**src/rtl/neurosa_pkg.sv**
```systemverilog
// Shared types and sizing helpers for the annealing sweep controller.
package neurosa_pkg;

    typedef enum logic [1:0] {
        IDLE   = 2'd0,
        RUN    = 2'd1,
        FINISH = 2'd2
    } ctrl_state_t;

    // Row-index width; a one-row matrix still needs a 1-bit index.
    function automatic int idx_w(input int n);
        return (n <= 1) ? 1 : $clog2(n);
    endfunction

endpackage

```
**src/rtl/temp_sched.sv**
```systemverilog
// Temperature schedule: loads a start value and step, then steps down with a floor at zero.
module temp_sched #(
    parameter int TEMP_W = 8
) (
    input  logic              clk,
    input  logic              rst,
    input  logic              load_i,
    input  logic [TEMP_W-1:0] init_i,
    input  logic [TEMP_W-1:0] step_i,
    input  logic              dec_i,
    output logic [TEMP_W-1:0] temp_o
);

    logic [TEMP_W-1:0] temp_q, temp_d;
    logic [TEMP_W-1:0] step_q, step_d;

    always_comb begin
        temp_d = temp_q;
        step_d = step_q;
        if (load_i) begin
            temp_d = init_i;
            step_d = step_i;
        end else if (dec_i) begin
            // Saturate at zero instead of wrapping to a hot temperature.
            temp_d = (temp_q > step_q) ? (temp_q - step_q) : '0;
        end
    end

    always_ff @(posedge clk or negedge rst) begin
        if (!rst) begin
            temp_q <= '0;
            step_q <= '0;
        end else begin
            temp_q <= temp_d;
            step_q <= step_d;
        end
    end

    assign temp_o = temp_q;

endmodule

```
**src/rtl/anneal_sweep_ctrl.sv**
```systemverilog
// Issues row indices 0..N-1 per sweep over a valid/ready handshake for a programmed
// number of sweeps, stepping the temperature down once per completed sweep.
module anneal_sweep_ctrl
    import neurosa_pkg::*;
#(
    parameter int N       = 4,
    parameter int SWEEP_W = 16,
    parameter int TEMP_W  = 8
) (
    input  logic                  clk,
    input  logic                  rst,
    input  logic                  start,
    input  logic                  abort,
    input  logic [SWEEP_W-1:0]    num_sweeps,
    input  logic [TEMP_W-1:0]     temp_init,
    input  logic [TEMP_W-1:0]     temp_step,
    output logic                  row_valid,
    input  logic                  row_ready,
    output logic [$clog2(N)-1:0]  row_idx,
    output logic [TEMP_W-1:0]     temp,
    output logic [SWEEP_W-1:0]    sweep_cnt,
    output logic                  busy,
    output logic                  done
);

    localparam int                 IDX_W    = idx_w(N);
    localparam logic [IDX_W-1:0]   LAST_ROW = IDX_W'(N - 1);

    ctrl_state_t          state_q, state_d;
    logic [IDX_W-1:0]     row_idx_q, row_idx_d;
    logic [SWEEP_W-1:0]   sweep_cnt_q, sweep_cnt_d;
    logic [SWEEP_W-1:0]   num_sweeps_q, num_sweeps_d;
    logic                 row_valid_q, row_valid_d;
    logic                 busy_q, busy_d;
    logic                 done_q, done_d;
    logic                 temp_load;
    logic                 temp_dec;
    logic [SWEEP_W-1:0]   sweep_inc;
    logic                 xfer;

    assign xfer      = row_valid_q & row_ready;
    assign sweep_inc = sweep_cnt_q + SWEEP_W'(1);

    always_comb begin
        state_d      = state_q;
        row_idx_d    = row_idx_q;
        sweep_cnt_d  = sweep_cnt_q;
        num_sweeps_d = num_sweeps_q;
        row_valid_d  = 1'b0;
        busy_d       = 1'b0;
        done_d       = 1'b0;
        temp_load    = 1'b0;
        temp_dec     = 1'b0;

        unique case (state_q)
            IDLE: begin
                // A simultaneous abort suppresses the start.
                if (start && !abort) begin
                    num_sweeps_d = num_sweeps;
                    row_idx_d    = '0;
                    sweep_cnt_d  = '0;
                    temp_load    = 1'b1;
                    if (num_sweeps != '0) begin
                        state_d     = RUN;
                        row_valid_d = 1'b1;
                        busy_d      = 1'b1;
                    end else begin
                        state_d = FINISH;
                        done_d  = 1'b1;
                    end
                end
            end

            RUN: begin
                if (abort) begin
                    state_d = IDLE;
                end else begin
                    row_valid_d = 1'b1;
                    busy_d      = 1'b1;
                    if (xfer) begin
                        if (row_idx_q == LAST_ROW) begin
                            row_idx_d   = '0;
                            sweep_cnt_d = sweep_inc;
                            temp_dec    = 1'b1;
                            if (sweep_inc == num_sweeps_q) begin
                                state_d     = FINISH;
                                row_valid_d = 1'b0;
                                busy_d      = 1'b0;
                                done_d      = 1'b1;
                            end
                        end else begin
                            row_idx_d = row_idx_q + IDX_W'(1);
                        end
                    end
                end
            end

            FINISH: begin
                state_d = IDLE;
            end

            default: begin
                state_d = IDLE;
            end
        endcase
    end

    always_ff @(posedge clk or negedge rst) begin
        if (!rst) begin
            state_q      <= IDLE;
            row_idx_q    <= '0;
            sweep_cnt_q  <= '0;
            num_sweeps_q <= '0;
            row_valid_q  <= 1'b0;
            busy_q       <= 1'b0;
            done_q       <= 1'b0;
        end else begin
            state_q      <= state_d;
            row_idx_q    <= row_idx_d;
            sweep_cnt_q  <= sweep_cnt_d;
            num_sweeps_q <= num_sweeps_d;
            row_valid_q  <= row_valid_d;
            busy_q       <= busy_d;
            done_q       <= done_d;
        end
    end

    temp_sched #(
        .TEMP_W (TEMP_W)
    ) u_temp_sched (
        .clk    (clk),
        .rst    (rst),
        .load_i (temp_load),
        .init_i (temp_init),
        .step_i (temp_step),
        .dec_i  (temp_dec),
        .temp_o (temp)
    );

    assign row_valid = row_valid_q;
    assign row_idx   = row_idx_q;
    assign sweep_cnt = sweep_cnt_q;
    assign busy      = busy_q;
    assign done      = done_q;

endmodule

```
**config.mk**
```make
export PLATFORM = sky130hd
export DESIGN_NAME = anneal_sweep_ctrl
export DESIGN_NICKNAME = d
export VERILOG_FILES = /design/src/rtl/neurosa_pkg.sv /design/src/rtl/temp_sched.sv /design/src/rtl/anneal_sweep_ctrl.sv
export SDC_FILE = /design/constraint.sdc
export NUM_CORES = 1
export LEC_CHECK = 0
export CORE_MARGIN = 2
export CORE_UTILIZATION = 30
export CTS_BUF_LIST = sky130_fd_sc_hd__clkbuf_8 sky130_fd_sc_hd__clkbuf_16
export CTS_CLUSTER_SIZE = 8
export DETAILED_ROUTE_END_ITERATION = 16
export DONT_BUFFER_PORTS = 1
export SLEW_MARGIN = 20
export SYNTH_ARGS = -nofsm -noshare
export SYNTH_HDL_FRONTEND = slang
export SYNTH_SLANG_ARGS = --single-unit
```
**constraint.sdc**
```tcl
create_clock -name clk -period 2.8 [get_ports clk]
set_clock_uncertainty 0.1 [all_clocks]
set_input_delay 0.7 -clock clk [delete_from_list [all_inputs] [get_ports clk]]
set_output_delay 0.7 -clock clk [all_outputs]
set_load 0.05 [all_outputs]
```
==> flow_metrics.env <==
export IMPL_fillerInstances=1108
export IMPL_cts_path_max_buffers=2
export IMPL_port_buffers=0
export IMPL_end_kind="flop"
export IMPL_cp_required_ns=2.96
export IMPL_period_minus_slack_ns=2.56
export IMPL_grt_overflow=0
export IMPL_period_share_pct=91.4
export IMPL_yosysMostFrequentCell="nand2_1"
export IMPL_outcome="finished, final reports clean"
export IMPL_synth_area_leader_cell="dfrtp_1"
export IMPL_synth_yosys_warnings=0
export IMPL_min_path_type="in -> async"
export IMPL_synth_top_area_share_pct=40.9
export IMPL_p_leak_nw=1.71
export IMPL_rsz0062_at_grt="false"
export IMPL_cp_arrival_ns=2.72
export IMPL_syn2layout_area_growth_pct=14.4
export IMPL_clkSinkCount=54
export IMPL_hold_viol=0
export IMPL_synth_edff_count=0
export IMPL_grt_max_degree=55
export IMPL_dominantRegCellSynth="dfrtp_1"
export IMPL_syn_area_per_cell_um2=8.57
export IMPL_ys_seq_elements=54
export IMPL_path_max_fanout=9
export IMPL_antenna_found_initial=0
export IMPL_drc_errors=0
export IMPL_reg2reg_depth=9
export IMPL_vias_per_cell=5.10
export IMPL_r2r_start="sweep_cnt[1]$_DFFE_PN0P_"
export IMPL_path_clk_slew_ns=0.11
export IMPL_slew_headroom_pct=29.1
export IMPL_reg2reg_to="done$_DFF_PN0_"
export IMPL_dieArea_um2=11900
export IMPL_synth_cell_types=56
export IMPL_die_w_um=109
export IMPL_pre_cts_slack_ns=0.0753
export IMPL_critical_path_class="reg -> reg"
export IMPL_timing_final_ws_setup_ns=0.240
export IMPL_place_congestion=0.808
export IMPL_tritoncts="done"
export IMPL_setup_tns_ns=0
export IMPL_synth_async_reset_ratio_pct=100
export IMPL_core_um2=10800
export IMPL_antenna_left=0
export IMPL_ys_top_cells_by_area="dfrtp_1 (41%), nand2_1 (9.9%), o21ai_0 (4.7%)"
export IMPL_rrSetupSlack_ns=0.24
export IMPL_ios=66
export IMPL_cts_made_buffers=5
export IMPL_drt_initial_drc_count=115
export IMPL_powerDensity_nw_per_um2=595
export IMPL_wire_per_inst_um=15.6
export IMPL_fp_dieH_um=109
export IMPL_htreeDepth=2
export IMPL_cts_setup_buffers=0
export IMPL_finalNetCount=452
export IMPL_cp_start_kind="flop"
export IMPL_drive_gt1_share_pct=14.8
export IMPL_yosysSeqAreaShare_pct=40.9
export IMPL_drv_cap=0
export IMPL_syn_area_um2=3300
export IMPL_track_usage_pct=15.1
export IMPL_rows=38
export IMPL_yosys_top_cells_count="nand2_1 (87), dfrtp_1 (54), o21ai_0 (31)"
export IMPL_grt_pass1_wl_mm=13.9
export IMPL_drt_total_wl_mm=8.53
export IMPL_worstMarginPinSlew_ns=1.06
export IMPL_netlist_instances=385
export IMPL_initial_core_util_pct=30.6
export IMPL_via_count=2782
export IMPL_drv_slew=0
export IMPL_antenna_cells=0
export IMPL_dpl_hpwl_mm=6.30
export IMPL_cts_root_buf="clkbuf_8"
export IMPL_setup_viol=0
export IMPL_syn_num_nets=433
export IMPL_clk_latency_ns=0.32
export IMPL_timing_fmax_mhz=391
export IMPL_dr_pass1_iters=6
export IMPL_peakVddDrop_v=0.000215
export IMPL_grt_pass1_vias=2741
==> cell families (layout without fill, tap and decap cells) <==
logic type	after synthesis	after routing	synth area share, %
muxes	4	4	1.29
buffers and inverters	34	54	4.32
AOI/OAI and AO/OA	79	79	14.6
and+or+nand+nor	180	180	28.4
DFF	54	54	40.9
adders and majority gates	11	11	4.40
xor gates and xnor gates	23	23	6.10
==> layer usage <==
metal	wire length [µm]	vias to the layer above	global-route usage [%]
met5	0	-	0
met4	204	0	6.78
met3	724	12	4.72
met2	3850	78	23.2
met1	3750	1316	19.5
li1	-	1376	-
==> worst max-delay path, stage by stage, from the launching register on <==
cell,delay (ns)
dfrtp_2,0.45
ha_1,0.25
buf_4,0.18
and4_2,0.29
nand4_1,0.20
xnor2_1,0.28
o311ai_1,0.15
nor4_1,0.24
buf_4,0.19
a31o_1,0.15
==> area by class of cell <==
class | instances | area (µm²) | share of cell area (%)
clock buffers | 6 | 82.6 | 2.19
inverters | 14 | 52.6 | 1.39
flip-flops and latches | 54 | 1350 | 35.8
multi-input cells | 297 | 1820 | 48.2
well taps | 140 | 175 | 4.64
repair buffers | 32 | 260 | 6.89
clock inverters | 2 | 33.8 | 0.895
==> where the power goes <==
| part | internal, mW | switching (mW) |
|---|---|---|
| logic | 0.278 | 0.408 |
| clock network | 0.289 | 0.274 |
| registers | 0.879 | 0.119 |
| total | 1.45 | 0.801 |
==> flip-flops by register name, summed over array words and instances, names as in the netlist <==
| name | count |
|---|---|
| done | 1 |
| num_sweeps_q | 16 |
| u_temp_sched.step_q | 8 |
| busy | 1 |
| u_temp_sched.temp_o | 8 |
| state_q | 2 |
| row_idx | 2 |
| sweep_cnt | 16 |
==> per-stage QoR <==
| step | utilization (%) | instance area, µm² | power [mW] | hold WS, ns | cells |
|---|---|---|---|---|---|
| 2_1_floorplan | - | 3300 | 1.52 | 0.304 | 385 |
| 3_3_place_gp | 33.6 | 3630 | 1.66 | 0.305 | 536 |
| 3_5_place_dp | 33.6 | 3630 | 1.68 | 0.305 | 536 |
| 4_1_cts | 35.0 | 3770 | 2.26 | 0.123 | 545 |
| 5_1_grt | 35.0 | 3780 | 2.37 | 0.139 | 545 |
| 6_report | 35.0 | 3780 | 2.25 | 0.121 | 545 |
==> cell usage in the layout (no fill, tap or decap), drive strengths merged, types with 4 or more instances in the layout <==
cell type / netlist / routed
xor2: 6 / 6
nand2: 87 / 87
dfrtp: 54 / 54
clkbuf: 13 / 6
nor4: 11 / 11
nand4: 7 / 7
nor2: 25 / 25
o211ai: 6 / 6
a21o: 5 / 5
nor3: 7 / 7
buf: 7 / 32
o31ai: 7 / 7
a21oi: 13 / 13
and3: 4 / 4
nor2b: 5 / 5
and2: 4 / 4
inv: 14 / 15
xnor2: 17 / 17
ha: 10 / 10
nand3: 15 / 15
o21ai: 33 / 33
==> worst max-delay path by stage <==
stage	start	to	slack, ns	cells after the start
global placement	u_temp_sched.temp_o[0]$_DFFE_PN0P_	u_temp_sched.temp_o[5]$_DFFE_PN0P_	0.24	10
global route	sweep_cnt[1]$_DFFE_PN0P_	done$_DFF_PN0_	0.1	9
floorplan	sweep_cnt[0]$_DFFE_PN0P_	busy$_DFF_PN0_	0.11	8
detailed placement	u_temp_sched.temp_o[0]$_DFFE_PN0P_	u_temp_sched.temp_o[4]$_DFFE_PN0P_	0.08	10
finish	sweep_cnt[1]$_DFFE_PN0P_	done$_DFF_PN0_	0.24	9
CTS	u_temp_sched.temp_o[0]$_DFFE_PN0P_	u_temp_sched.temp_o[3]$_DFFE_PN0P_	0.07	10
==> timing repair <==
| action | CTS | global route |
|---|---|---|
| hold buffers | 1 | 0 |
| endpoints found under the setup margin | 0 | 8 |
| gates resized for setup | 0 | 2 |
| endpoints found under the hold margin | 54 | 0 |
No activity file was read; power rests on OpenSTA's default activity.
